===== src/rtl/uart_rx_core_if.sv =====
// Receiver-side bundle: serial line in, received word and status out.
interface uart_rx_core_if #(
    parameter int DATA_BITS = 8
);
    logic                 rx;
    logic [DATA_BITS-1:0] data;
    logic                 valid;
    logic                 parity_err;
    logic                 frame_err;
    logic                 busy;

    modport master (
        input  rx,
        output data, valid, parity_err, frame_err, busy
    );

    modport slave (
        output rx,
        input  data, valid, parity_err, frame_err, busy
    );
endinterface


===== src/rtl/uart_rx_core.sv =====
// Oversampled UART frame receiver with 3-sample majority vote per bit.
// state  | meaning
// IDLE   | line idle, looking for a low level on a tick
// START  | qualifying the start bit at its midpoint
// DATA   | shifting in DATA_BITS voted data bits
// PARITY | checking the optional parity bit
// STOP   | sampling STOP_BITS stop bits, publishing the word
// BREAK  | line held low after a framing error, waiting for high
module uart_rx_core #(
    parameter int DIV        = 4,
    parameter int OVERSAMPLE = 16,
    parameter int DATA_BITS  = 8,
    parameter int PARITY     = 0,
    parameter int STOP_BITS  = 1
) (
    input  logic           clk,
    input  logic           reset,
    uart_rx_core_if.master bus
);
    localparam int DIV_W = (DIV > 1) ? $clog2(DIV) : 1;
    localparam int OS_W  = $clog2(OVERSAMPLE);

    localparam logic [DIV_W-1:0] DIV_LAST  = DIV_W'(DIV - 1);
    localparam logic [OS_W-1:0]  OS_LAST   = OS_W'(OVERSAMPLE - 1);
    localparam logic [OS_W-1:0]  OS_MID    = OS_W'(OVERSAMPLE / 2 - 1);
    localparam logic [3:0]       LAST_DATA = 4'(DATA_BITS - 1);
    localparam logic [3:0]       LAST_STOP = 4'(STOP_BITS - 1);

    typedef enum logic [2:0] {
        S_IDLE,
        S_START,
        S_DATA,
        S_PARITY,
        S_STOP,
        S_BREAK
    } state_t;

    state_t               state_q, state_d;
    logic [1:0]           sync_q;
    logic [DIV_W-1:0]     div_cnt_q;
    logic [OS_W-1:0]      os_cnt_q, os_cnt_d;
    logic [3:0]           bit_cnt_q, bit_cnt_d;
    logic [1:0]           vote_q, vote_d;
    logic [DATA_BITS-1:0] shift_q, shift_d;
    logic                 par_flag_q, par_flag_d;
    logic                 frm_flag_q, frm_flag_d;
    logic [DATA_BITS-1:0] data_q, data_d;
    logic                 perr_q, perr_d;
    logic                 ferr_q, ferr_d;
    logic                 valid_q, valid_d;

    logic rxs;
    logic tick;
    logic bit_val;
    logic par_xor;
    logic frm_now;

    assign rxs     = sync_q[1];
    assign tick    = (div_cnt_q == DIV_LAST);
    // vote_q holds the samples from the two ticks before the decision tick
    assign bit_val = (vote_q[1] & vote_q[0]) | (vote_q[1] & rxs) | (vote_q[0] & rxs);
    assign par_xor = (^shift_q) ^ bit_val;
    assign frm_now = frm_flag_q | ~bit_val;

    always_ff @(posedge clk or negedge reset) begin
        if (!reset) begin
            sync_q    <= 2'b11;
            div_cnt_q <= '0;
        end else begin
            sync_q    <= {sync_q[0], bus.rx};
            div_cnt_q <= tick ? '0 : div_cnt_q + DIV_W'(1);
        end
    end

    always_ff @(posedge clk or negedge reset) begin
        if (!reset) begin
            state_q    <= S_IDLE;
            os_cnt_q   <= '0;
            bit_cnt_q  <= '0;
            vote_q     <= 2'b11;
            shift_q    <= '0;
            par_flag_q <= 1'b0;
            frm_flag_q <= 1'b0;
            data_q     <= '0;
            perr_q     <= 1'b0;
            ferr_q     <= 1'b0;
            valid_q    <= 1'b0;
        end else begin
            state_q    <= state_d;
            os_cnt_q   <= os_cnt_d;
            bit_cnt_q  <= bit_cnt_d;
            vote_q     <= vote_d;
            shift_q    <= shift_d;
            par_flag_q <= par_flag_d;
            frm_flag_q <= frm_flag_d;
            data_q     <= data_d;
            perr_q     <= perr_d;
            ferr_q     <= ferr_d;
            valid_q    <= valid_d;
        end
    end

    always_comb begin
        state_d    = state_q;
        os_cnt_d   = os_cnt_q;
        bit_cnt_d  = bit_cnt_q;
        vote_d     = vote_q;
        shift_d    = shift_q;
        par_flag_d = par_flag_q;
        frm_flag_d = frm_flag_q;
        data_d     = data_q;
        perr_d     = perr_q;
        ferr_d     = ferr_q;
        valid_d    = 1'b0;

        if (tick) begin
            vote_d   = {vote_q[0], rxs};
            os_cnt_d = (os_cnt_q == OS_LAST) ? '0 : os_cnt_q + OS_W'(1);

            case (state_q)
                S_IDLE: begin
                    if (!rxs) state_d = S_START;
                end
                S_START: begin
                    if (os_cnt_q == OS_MID) begin
                        state_d    = rxs ? S_IDLE : S_DATA;
                        bit_cnt_d  = '0;
                        par_flag_d = 1'b0;
                        frm_flag_d = 1'b0;
                    end
                end
                S_DATA: begin
                    if (os_cnt_q == OS_LAST) begin
                        shift_d = {bit_val, shift_q[DATA_BITS-1:1]};
                        if (bit_cnt_q == LAST_DATA) begin
                            bit_cnt_d = '0;
                            state_d   = (PARITY != 0) ? S_PARITY : S_STOP;
                        end else begin
                            bit_cnt_d = bit_cnt_q + 4'd1;
                        end
                    end
                end
                S_PARITY: begin
                    if (os_cnt_q == OS_LAST) begin
                        par_flag_d = (PARITY == 1) ? ~par_xor : par_xor;
                        state_d    = S_STOP;
                    end
                end
                S_STOP: begin
                    if (os_cnt_q == OS_LAST) begin
                        frm_flag_d = frm_now;
                        if (bit_cnt_q == LAST_STOP) begin
                            data_d  = shift_q;
                            perr_d  = par_flag_q;
                            ferr_d  = frm_now;
                            valid_d = 1'b1;
                            state_d = frm_now ? S_BREAK : S_IDLE;
                        end else begin
                            bit_cnt_d = bit_cnt_q + 4'd1;
                        end
                    end
                end
                S_BREAK: begin
                    if (rxs) state_d = S_IDLE;
                end
                default: state_d = S_IDLE;
            endcase

            if (state_d != state_q) os_cnt_d = '0;
        end
    end

    assign bus.data       = data_q;
    assign bus.valid      = valid_q;
    assign bus.parity_err = perr_q;
    assign bus.frame_err  = ferr_q;
    assign bus.busy       = (state_q != S_IDLE);
endmodule


===== src/flat_wrapper.sv =====
// flat-port wrapper written by rule: the top's interface ports become plain ports
module uart_rx_core_flat 
#(
    parameter int DIV        = 4,
    parameter int OVERSAMPLE = 16,
    parameter int DATA_BITS  = 8,
    parameter int PARITY     = 0,
    parameter int STOP_BITS  = 1
)
  (clk, reset, bus_rx, bus_data, bus_valid, bus_parity_err, bus_frame_err, bus_busy);
  uart_rx_core_if #(.DATA_BITS(DATA_BITS)) bus_i ();
  input  logic clk;
  input  logic reset;
  input wire logic [$bits(bus_i.rx)-1:0] bus_rx;
  output wire logic [$bits(bus_i.data)-1:0] bus_data;
  output wire logic [$bits(bus_i.valid)-1:0] bus_valid;
  output wire logic [$bits(bus_i.parity_err)-1:0] bus_parity_err;
  output wire logic [$bits(bus_i.frame_err)-1:0] bus_frame_err;
  output wire logic [$bits(bus_i.busy)-1:0] bus_busy;
  assign bus_i.rx = bus_rx;
  assign bus_data = bus_i.data;
  assign bus_valid = bus_i.valid;
  assign bus_parity_err = bus_i.parity_err;
  assign bus_frame_err = bus_i.frame_err;
  assign bus_busy = bus_i.busy;
  uart_rx_core #(.DIV(DIV), .OVERSAMPLE(OVERSAMPLE), .DATA_BITS(DATA_BITS), .PARITY(PARITY), .STOP_BITS(STOP_BITS)) u_core (.clk(clk), .reset(reset), .bus(bus_i));
endmodule

===== config.mk =====
export PLATFORM = sky130hd
export DESIGN_NAME = uart_rx_core_flat
export DESIGN_NICKNAME = d
export VERILOG_FILES = /design/src/rtl/uart_rx_core_if.sv /design/src/rtl/uart_rx_core.sv /design/src/flat_wrapper.sv
export SDC_FILE = /design/constraint.sdc
export NUM_CORES = 1
export LEC_CHECK = 0
export ABC_AREA = 1
export CORE_AREA = 2 2 67 69
export CTS_CLUSTER_SIZE = 12
export DETAILED_ROUTE_END_ITERATION = 8
export DIE_AREA = 0 0 69 71
export MAX_ROUTING_LAYER = met4
export PLACE_DENSITY_LB_ADDON = 0.3
export SLEW_MARGIN = 20
export SYNTH_ARGS = -nofsm -noshare
export SYNTH_HDL_FRONTEND = slang
export SYNTH_SLANG_ARGS = --single-unit
export TNS_END_PERCENT = 50

===== constraint.sdc =====
create_clock -name clk -period 2 [get_ports clk]
set_input_delay 0.6 -clock clk [delete_from_list [all_inputs] [get_ports clk]]
set_output_delay 0.6 -clock clk [all_outputs]
set_load 0.02 [all_outputs]

==> parameters.txt, run 1 <==
Parameter                              Value

Yosys
  Async set-or-reset flop fraction in the synthesized netlist ... 100%
  Average cell area after synthesis ... 8.30 um2
  Number of distinct library cells after synthesis ... 29
  Post-synthesis instance area ... 1950 um2
  Sequential cell area fraction in the yosys report ... between 40% and 50%
  Yosys warnings ... 0
  Area fraction in and, or, nand and nor cells after synthesis ... between 20% and 30%
  Synth Area in Adders ... approximately 2.6%
  Mux contribution to synthesized area ... 0%
  Synthesized-area fraction occupied by ao, oa, aoi and oai cells ... between 10% and 20%
  Xor-xnor portion of the synthesized cell area ... under 10%
  Ys flop type ... dfrtp_1
  Mapped Nets ... between 200 and 250
  Gate count after technology mapping ... about 240
  Count of flip-flops with a built-in enable after synthesis ... 0
  Yosys reg bits ... 38
  Largest family of logic cells by synthesized area ... simple AND/OR/NAND/NOR gates

Worst setup path
  Gate family responsible for the most delay along the worst path ... flip-flops
  Delay of the slowest critical-path stage ... 0.43 ns
  Critical path data arrival time ... around 1.3 ns
  Endpoint of the most critical register-to-register path ... u_core.bus.frame_err
  Type of origin of the critical path ... flop
  Critical Path Sink Type ... output pin
  Worst-path cell chain ... nor2_2 -> nand2_1 -> dlygate4sd2_1
  Number of cells on the worst reg-to-reg path ... 7
  Total buffers and inverters traversed by the critical path ... 1
  Critical-path cell with the highest stage delay ... dfrtp_1
  Required @ worst endpoint ... 1.40 ns
  Crit Path Max Fanout ... 5
  Startpoint of the most critical register-to-register path ... u_core.os_cnt_q[0]
  Crit path kind ... flop to output pin
  R2r setup slk ... around 0.22 ns

Clock network
  Num CTS Buffers ... 5
  Clock-pin slew of the registers on the worst-case setup and hold paths ... roughly 0.080 ns
  Buffers from clock root to sink, at most ... 2
  H-Tree Level Count ... 2
  Total setup buffers inserted after CTS ... 0
  Sinks on the clock net ... 38
  Number of buffers inserted by hold repair at cts ... 0
  Clock tree from TritonCTS ... built
  Root buffer cell ... clkbuf_8
  Number of gates given a new drive strength after cts ... 1
  Clock latency reported for the late side of the worst-skew pair ... 0.29 ns

Timing
  Total setup violations reported at the end of the flow ... 0
  Timing-limited maximum frequency ... slightly above 500 MHz
  Total negative slack for setup checks ... 0 ns
  Final hold viol count ... 0
  Minimum clock period ... roughly 1.9 ns
  RSZ-0062 raised after global routing ... false
  Rel. slew slack ... 73.4%
  Least-Margin Pin Slew ... just under 0.4 ns
  Number of max-slew violations in the final report ... 0
  Layout Skew ... 0.0106 ns
  Fin crit share ... between 90 and 100%
  Worst hold slack after final layout ... a little under 0.2 ns

Routing
  Total number of vias ... between 1500 and 2000
  Vias per Instance ... slightly below 5
  Post-route DRC violation count ... 0
  Detailed-router iteration count before antenna repair ... 4
  Violation count after the first detailed-routing iteration ... between 90 and 100
  WL per Instance ... between 10 and 15 um
  Wirelength, routed ... approximately 3.7 mm
  Antenna viol nets, final ... 0

Placed design
  Placed cell count ... 300
  RD Place Congestion ... ~0.9
  Detailed-placement wirelength estimate ... 2.79 mm
  Area after detailed placement ... around 2100 um2
  Input/output buffers ... 14

GRT
  First-pass GRT wire length ... between 6 and 7 mm
  Pin count of the biggest net entering global routing ... 18
  Initial antenna violation count ... 0
  Aggregate global routing overflow ... 0
  Gr usage total ... ~17%
  Vias in the first global route ... about 1500

Layout
  # nets final ... ~260
  Fill cells ... between 300 and 400
  Finished Layout Cells ... 308
  Diode insertion count for antenna repair ... 0
  Final design area excluding fillers ... 2280 um2
  Layout cell share with drive strength beyond 1 ... about 17%
  Utilization after layout ... approximately 54%
  Top library cells by usage in the layout, fill and taps aside ... 72 x nand2_1, 34 x dfrtp_1, 25 x inv_1
  Area Growth Syn to Fin ... 16.8%
  Most common cell after layout, fill and taps aside ... nand2_1

Pwr
  Leak pwr ... between 1 and 1.5 nW
  Cell Pwr Density ... between 800 and 900 nW/um2
  Max rail drop VDD ... 0.469 mV

Floorplanning
  Die height ... just over 70 um
  Effective utilization at floorplan ... 46.4%
  Core area ... about 4200 um2
  Number of placement rows ... 24
  Horizontal extent of the die ... between 60 and 70 um
  # IOs ... 15
  Die ar. ... between 4000 and 5000 um2

Flow run
  Max-Cap Viols ... 0

Outcome
  Run status ... finished clean

Min path
  Kind of path behind the tightest hold check ... input port to asynchronous set/reset pin
[worst max path at each step]
stage	from	to	slack, ns	cells past startpoint
5_1_grt	u_core.os_cnt_q[0]	u_core.bus.frame_err	0.01	7
3_5_place_dp	u_core.state_q[1]	bus_busy	0.17	3
6_report	u_core.state_q[1]	bus_busy	0.06	3
4_1_cts	u_core.state_q[1]	bus_busy	0.07	3
2_1_floorplan	u_core.os_cnt_q[0]	u_core.os_cnt_q[2]	0.50	9
3_3_place_gp	u_core.state_q[1]	bus_busy	0.18	3
[area by class of cell]
| class | count | area (um2) | area share, % |
|---|---|---|---|
| sequential | 38 | 956 | 42.0 |
| timing repair buffer | 18 | 164 | 7.20 |
| clock inverter | 3 | 68.8 | 3.02 |
| tap | 52 | 65.1 | 2.86 |
| inverter | 27 | 101 | 4.45 |
| multi-input combinational | 165 | 853 | 37.5 |
| clock buffer | 5 | 68.8 | 3.02 |
[metrics by stage]
stage	total power [W]	worst slack [ns]
floorplan	0.00118	0.501
finish	0.00205	0.0642
detailed placement	0.00129	0.170
CTS	0.00206	0.0712
global route	0.00216	0.00957
global placement	0.00129	0.183
[cells in the mapped netlist (2+ instances only)]
library cell | n | area (um2)
a21oi_1 | 3 | 15.0
buf_6 | 2 | 22.5
dfrtp_1 | 34 | 851
dfstp_2 | 4 | 105
ha_1 | 4 | 50.1
inv_1 | 25 | 93.8
inv_2 | 2 | 7.51
nand2_1 | 72 | 270
nand2_2 | 4 | 25.0
nand3_1 | 15 | 75.1
nand3_2 | 3 | 30.0
nor2_1 | 14 | 52.6
nor2_2 | 6 | 37.5
nor3_1 | 2 | 10.0
o21ai_0 | 16 | 80.1
o21ai_1 | 3 | 15.0
o21ai_2 | 8 | 70.1
or2_2 | 2 | 12.5
xnor2_1 | 5 | 43.8
xor2_1 | 2 | 17.5
[cells by family (layout without fill, tap and decap cells)]
kind of cell | Yosys count | in the layout
xor+xnor | 7 | 7
compound gates | 33 | 33
simple gates | 121 | 121
flops | 38 | 38
fa+ha+maj | 4 | 4
buf+inv | 32 | 53
[flip-flops by register name, indices dropped and copies added, names as in the netlist]
| register | cells |
|---|---|
| u_core.bit_cnt_q | 4 |
| u_core.bus.valid | 1 |
| u_core.frm_flag_q | 1 |
| u_core.os_cnt_q | 4 |
| u_core.state_q | 3 |
| u_core.bus.frame_err | 1 |
| u_core.sync_q | 2 |
| u_core.div_cnt_q | 2 |
| u_core.bus.parity_err | 1 |
| u_core.shift_q | 8 |
| u_core.par_flag_q | 1 |
| u_core.bus.data | 8 |
| u_core.vote_q | 2 |
[where the power goes]
part / internal [W] / switching [W] / total [W]
sequential: 0.000824 / 0.0000575 / 0.000881
clock: 0.000500 / 0.000272 / 0.000772
combinational: 0.000126 / 0.000269 / 0.000394
[routing by layer]
metal	up-vias	part of all wire, %	GRT usage, %
met5	-	0	-
met4	0	1.7	6.54
met3	8	3.2	3.56
met2	30	48	28.6
met1	692	47	20.9
li1	776	-	-
Note: power is estimated with default switching activity, not from simulation.
==> inputs of run 2 (changes only) <==
Clock period 2 ns to 1.9 ns, I/O delays scaled along.
==> parameters.txt, run 2 (synthesized netlist as in run 1, its figures left out) <==
Parameter                              Value

Outcome
  Run status ... finished clean

Pwr
  Overall power of the completed layout ... 0.00219 W (+6.8%)
  Max rail drop VDD ... 0.410 mV (-13%)
  Leak pwr ... 1.11 nW (+1.1%)
  Cell Pwr Density ... 952 nW/um2 (+5.8%)

Routing
  Vias per Instance ... 4.91 (+0.34%)
  Post-route DRC violation count ... 0 (unchanged)
  WL per Instance ... 11.4 um (-4.5%)
  Violation count after the first detailed-routing iteration ... 144 (+53%)
  Detailed-router iteration count before antenna repair ... 4 (unchanged)
  Antenna viol nets, final ... 0 (unchanged)
  Total number of vias ... 1521 (+1.0%)
  Wirelength, routed ... 3.53 mm (-3.8%)

GRT
  Gr usage total ... 15.7% (-1.5 points)
  Pin count of the biggest net entering global routing ... 39 (+21)
  Vias in the first global route ... 1466 (-1.6%)
  First-pass GRT wire length ... 6.09 mm (-6.1%)
  Aggregate global routing overflow ... 0 (unchanged)
  Initial antenna violation count ... 0 (unchanged)

Worst setup path
  Delay of the slowest critical-path stage ... 0.61 ns (+0.18 ns)
  Critical Path Sink Type ... output pin
  Crit Path Max Fanout ... 2 (-3)
  Worst-path cell chain ... clkdlybuf4s50_1
  Total buffers and inverters traversed by the critical path ... 1 (unchanged)
  R2r setup slk ... 0.20 ns (-0.02 ns)
  Critical-path cell with the highest stage delay ... clkdlybuf4s50_1
  Required @ worst endpoint ... 1.33 ns (-0.07 ns)
  Number of cells on the worst reg-to-reg path ... 9 (+2)
  Gate family responsible for the most delay along the worst path ... buffers and inverters
  Startpoint of the most critical register-to-register path ... u_core.os_cnt_q[0]
  Type of origin of the critical path ... flop
  Endpoint of the most critical register-to-register path ... u_core.os_cnt_q[1]
  Critical path data arrival time ... 1.26 ns (-0.08 ns)
  Crit path kind ... flop to output pin

Placed design
  RD Place Congestion ... 0.959 (+6.8%)
  Input/output buffers ... 14 (unchanged)
  Detailed-placement wirelength estimate ... 2.60 mm (-6.8%)
  Setup Slack @ Placement ... 0.191 ns (+0.0205 ns)

Floorplanning
  Number of placement rows ... 24 (unchanged)
  Die height ... 71 um (unchanged)
  Effective utilization at floorplan ... 46.4% (unchanged)
  Die ar. ... 4900 um2 (unchanged)
  Horizontal extent of the die ... 69 um (unchanged)
  # IOs ... 15 (unchanged)
  Core area ... 4200 um2 (unchanged)

Timing
  Least-Margin Pin Slew ... 0.482 ns (+0.0847 ns)
  Number of max-slew violations in the final report ... 0 (unchanged)
  Final setup slack of the worst path ... 0.0707 ns (+0.00645 ns)
  RSZ-0062 raised after global routing ... false
  Total setup violations reported at the end of the flow ... 0 (unchanged)
  Final hold viol count ... 0 (unchanged)
  Timing-limited maximum frequency ... 547 MHz
  Worst hold slack after final layout ... 0.317 ns (+0.120 ns)
  Minimum clock period ... approximately 1.8 ns
  Fin crit share ... a little over nine tenths
  Rel. slew slack ... 67.9% (-5.5 points)
  Layout Skew ... 0.00799 ns (-0.00259 ns)
  Total negative slack for setup checks ... 0 ns (unchanged)

Layout
  Layout cell share with drive strength beyond 1 ... 17.8% (+0.64 points)
  Area Growth Syn to Fin ... 17.8%
  # nets final ... 264 (+0.76%)
  Top library cells by usage in the layout, fill and taps aside ... 72 x nand2_1, 34 x dfrtp_1, 25 x inv_1
  Diode insertion count for antenna repair ... 0 (unchanged)
  Most common cell after layout, fill and taps aside ... nand2_1
  Area of the multi-input gates ... 853 um2 (unchanged)
  FF+latch area ... 956 um2 (unchanged)
  Fill cells ... 407 (+2.8%)

Clock network
  H-Tree Level Count ... 2 (unchanged)
  Clock tree from TritonCTS ... built
  Number of buffers inserted by hold repair at cts ... 0 (unchanged)
  Number of gates given a new drive strength after cts ... 1 (unchanged)
  Total setup buffers inserted after CTS ... 0 (unchanged)
  Clock-pin slew of the registers on the worst-case setup and hold paths ... 0.07 ns (about the same)
  Num CTS Buffers ... 5 (unchanged)
  Clock latency reported for the late side of the worst-skew pair ... 0.29 ns (about the same)
  Sinks on the clock net ... 38 (unchanged)
  Buffers from clock root to sink, at most ... 2 (unchanged)
  Root buffer cell ... clkbuf_8

Flow run
  Max-Cap Viols ... 0 (unchanged)

Min path
  Kind of path behind the tightest hold check ... input port to asynchronous set/reset pin
[run 2: layer usage]
layer	vias up	wire length [um]	global-route usage [%]	share of wire, %
li1	787	-	-	-
met3	2	139	2.99	3.9
met4	0	29	5.88	0.82
met2	34	1620	25.3	46
met1	698	1750	19.9	49
met5	-	0	-	0
[run 2: report_power, final]
group          switching, W  total [W]  leakage (nW)  internal, W
Sequential        0.0000592   0.000926         0.506     0.000867
Clock              0.000278   0.000838        0.0714     0.000560
Combinational      0.000280   0.000422         0.538     0.000142
[run 2: how the worst max path moves through the flow]
stage / from / end / slack [ns] / cells past startpoint
finish: u_core.bus.frame_err / bus_frame_err / 0.07 / 1
global route: u_core.state_q[1] / bus_busy / 0.01 / 3
CTS: u_core.bus.frame_err / bus_frame_err / 0.06 / 1
detailed placement: u_core.state_q[1] / bus_busy / 0.19 / 3
global placement: u_core.state_q[1] / bus_busy / 0.23 / 3
floorplan: u_core.os_cnt_q[0] / u_core.os_cnt_q[2] / 0.40 / 9
[run 2: final cells by class]
class                   instances  area share, %
well taps                      52           2.83
inverters                      27           4.41
clock inverters                 2           2.61
multi-input cells             165           37.1
clock buffers                   6           3.59
flip-flops and latches         38           41.6
repair buffers                 20           7.79
[run 2: through the flow]
stage | cell area (um2) | util, % | std cells
after floorplan | 1950 | - | 235
after global routing | 2300 | 54.6 | 310
after detailed placement | 2160 | 51.3 | 302
after global placement | 2160 | 51.3 | 302
final | 2300 | 54.6 | 310
after CTS | 2300 | 54.6 | 310
[run 2: worst register-to-register path, cell delays in order, from the launching register on]
cell and delay [ns]:
dfrtp_1 0.41, ha_1 0.23, nand3_1 0.22, inv_1 0.13, nand2_1 0.10, nand2_1 0.06
nor2_1 0.12, nand4_1 0.11, nand3_2 0.14, o21ai_1 0.08
==> inputs of run 3 (changes only) <==
Clock period 1.9 ns to 2.34 ns, I/O delays scaled along.
==> parameters.txt, run 3 (synthesized netlist as in run 1, its figures left out) <==
Parameter                              Value

Clock network
  Number of gates given a new drive strength after cts ... 0 (-1)
  Clock-pin slew of the registers on the worst-case setup and hold paths ... 0.07 ns (about the same)
  Clock tree from TritonCTS ... built
  Buffers from clock root to sink, at most ... 2 (unchanged)
  Num CTS Buffers ... 5 (unchanged)
  Total setup buffers inserted after CTS ... 0 (unchanged)
  Sinks on the clock net ... 38 (unchanged)
  H-Tree Level Count ... 2 (unchanged)
  Clock latency reported for the late side of the worst-skew pair ... 0.28 ns (about the same)
  Root buffer cell ... clkbuf_8
  Number of buffers inserted by hold repair at cts ... 0 (unchanged)

Min path
  Startpoint of the most critical hold path ... u_core.sync_q[0]
  Kind of path behind the tightest hold check ... flop to flop
  Worst Hold End ... u_core.sync_q[1]
  Number of instances on the worst hold path ... 0

Timing
  Fin crit share ... between 90% and 100%
  Total negative slack for setup checks ... 0 ns (unchanged)
  Minimum clock period ... roughly 2.2 ns
  Timing-limited maximum frequency ... between 400 and 500 MHz
  Total setup violations reported at the end of the flow ... 0 (unchanged)
  Final hold viol count ... 0 (unchanged)
  Rel. slew slack ... 68.0% (+0.13 points)
  Least-Margin Pin Slew ... 0.480 ns (-0.00197 ns)
  RSZ-0062 raised after global routing ... false
  Number of max-slew violations in the final report ... 0 (unchanged)
  Layout Skew ... 0.00831 ns (+0.000328 ns)

Worst setup path
  Type of origin of the critical path ... flop
  Critical-path cell with the highest stage delay ... clkdlybuf4s50_1
  Number of cells on the worst reg-to-reg path ... 7 (-2)
  Logic depth of the worst setup path including buffers ... 3 (+2)
  Crit path from ... u_core.state_q[1]
  R2r setup slk ... 0.54 ns (+0.34 ns)
  Delay of the slowest critical-path stage ... 0.54 ns (-0.07 ns)
  Crit path kind ... flop to output pin
  Endpoint of the most critical register-to-register path ... u_core.bus.frame_err
  Startpoint of the most critical register-to-register path ... u_core.os_cnt_q[0]
  Critical Path Sink Type ... output pin
  Required @ worst endpoint ... 1.64 ns (+0.31 ns)
  Gate family responsible for the most delay along the worst path ... buffers and inverters
  Worst-path cell chain ... nor2_2 -> nand2_1 -> clkdlybuf4s50_1
  Crit Path Max Fanout ... 5 (+3)
  Total buffers and inverters traversed by the critical path ... 1 (unchanged)
  Critical path data arrival time ... 1.52 ns (+0.26 ns)

Routing
  WL per Instance ... 11.1 um (-2.3%)
  Wirelength, routed ... 3.40 mm (-3.8%)
  Detailed-router iteration count before antenna repair ... 4 (unchanged)
  Vias per Instance ... 4.79 (-2.4%)
  Antenna viol nets, final ... 0 (unchanged)
  Total number of vias ... 1461 (-3.9%)
  Post-route DRC violation count ... 0 (unchanged)
  Violation count after the first detailed-routing iteration ... 92 (-36%)

Flow run
  Max-Cap Viols ... 0 (unchanged)

GRT
  Vias in the first global route ... 1399 (-4.6%)
  Gr usage total ... 16.2% (+0.47 points)
  First-pass GRT wire length ... 6.16 mm (+1.2%)
  Aggregate global routing overflow ... 0 (unchanged)
  Pin count of the biggest net entering global routing ... 39 (unchanged)
  Initial antenna violation count ... 0 (unchanged)

Pwr
  Cell Pwr Density ... 735 nW/um2 (-23%)
  Overall power of the completed layout ... 0.00165 W (-25%)
  Leak pwr ... 1.08 nW (-3.1%)
  Max rail drop VDD ... 0.455 mV (+11%)

Placed design
  Detailed-placement wirelength estimate ... 2.46 mm (-5.2%)
  RD Place Congestion ... 0.919 (-4.1%)
  Input/output buffers ... 14 (unchanged)

Floorplanning
  Number of placement rows ... 24 (unchanged)
  Die height ... 71 um (unchanged)
  # IOs ... 15 (unchanged)
  Effective utilization at floorplan ... 46.4% (unchanged)
  Core area ... 4200 um2 (unchanged)
  Horizontal extent of the die ... 69 um (unchanged)
  Die ar. ... 4900 um2 (unchanged)

Layout
  Diode insertion count for antenna repair ... 0 (unchanged)
  Utilization after layout ... 53.3% (-1.4 points)
  FF+latch area ... 957 um2 (+0.13%)
  Top library cells by usage in the layout, fill and taps aside ... 72 x nand2_1, 33 x dfrtp_1, 25 x inv_1
  Area of the multi-input gates ... 853 um2 (unchanged)
  # nets final ... 260 (-1.5%)
  Most common cell after layout, fill and taps aside ... nand2_1
  Layout cell share with drive strength beyond 1 ... 16.6% (-1.2 points)
  Fill cells ... 399 (-2.0%)
  Area Growth Syn to Fin ... 14.9%

Outcome
  Run status ... finished clean
==> run 3: how the worst max path moves through the flow <==
stage	endpoint	slack, ns
floorplan	u_core.os_cnt_q[2]	0.84
global placement	bus_busy	0.39
detailed placement	bus_busy	0.34
CTS	bus_busy	0.03
global route	bus_busy	0.04
finish	bus_busy	0.12
==> run 3: per-stage QoR <==
step	setup WS (ns)	instances	area (um2)	hold WS, ns
after floorplan	0.841	235	1950	0.345
after global placement	0.386	298	2130	0.348
after detailed placement	0.343	298	2130	0.353
after CTS	0.0298	305	2240	0.354
after global routing	0.0379	305	2240	0.364
final	0.116	305	2240	0.353
==> run 3: report_power, final <==
| part | leakage, nW | total, W | internal (W) | switching [W] |
|---|---|---|---|---|
| Sequential | 0.504 | 0.000750 | 0.000704 | 0.0000457 |
| Clock | 0.0573 | 0.000558 | 0.000341 | 0.000217 |
| Combinational | 0.519 | 0.000339 | 0.000112 | 0.000226 |
==> run 3: metal layers <==
| metal | global-route usage [%] | part of all wire (%) | wire length, um | vias to the layer above |
|---|---|---|---|---|
| met3 | 3.99 | 3.6 | 123 | 5 |
| met2 | 25.1 | 43 | 1470 | 24 |
| li1 | - | - | - | 773 |
| met5 | - | 0 | 0 | - |
| met4 | 3.92 | 1.1 | 39 | 0 |
| met1 | 21.7 | 52 | 1760 | 659 |
==> run 3: layout make-up <==
| cell class | instances | share of cell area (%) |
|---|---|---|
| clock inverters | 1 | 1.34 |
| inverters | 27 | 4.53 |
| flip-flops and latches | 38 | 42.7 |
| multi-input cells | 165 | 38.1 |
| repair buffers | 16 | 6.70 |
| clock buffers | 6 | 3.69 |
| well taps | 52 | 2.91 |
==> run 3: worst register-to-register path: cells and delay by family, from the launching register on <==
kind,cells,cell delay (ns)
AO/OA/AOI/OAI,1,0.14
adder cells (fa/ha/maj),1,0.21
buffers and inverters,1,0.18
flip-flops,1,0.39
AND/OR/NAND/NOR,4,0.80
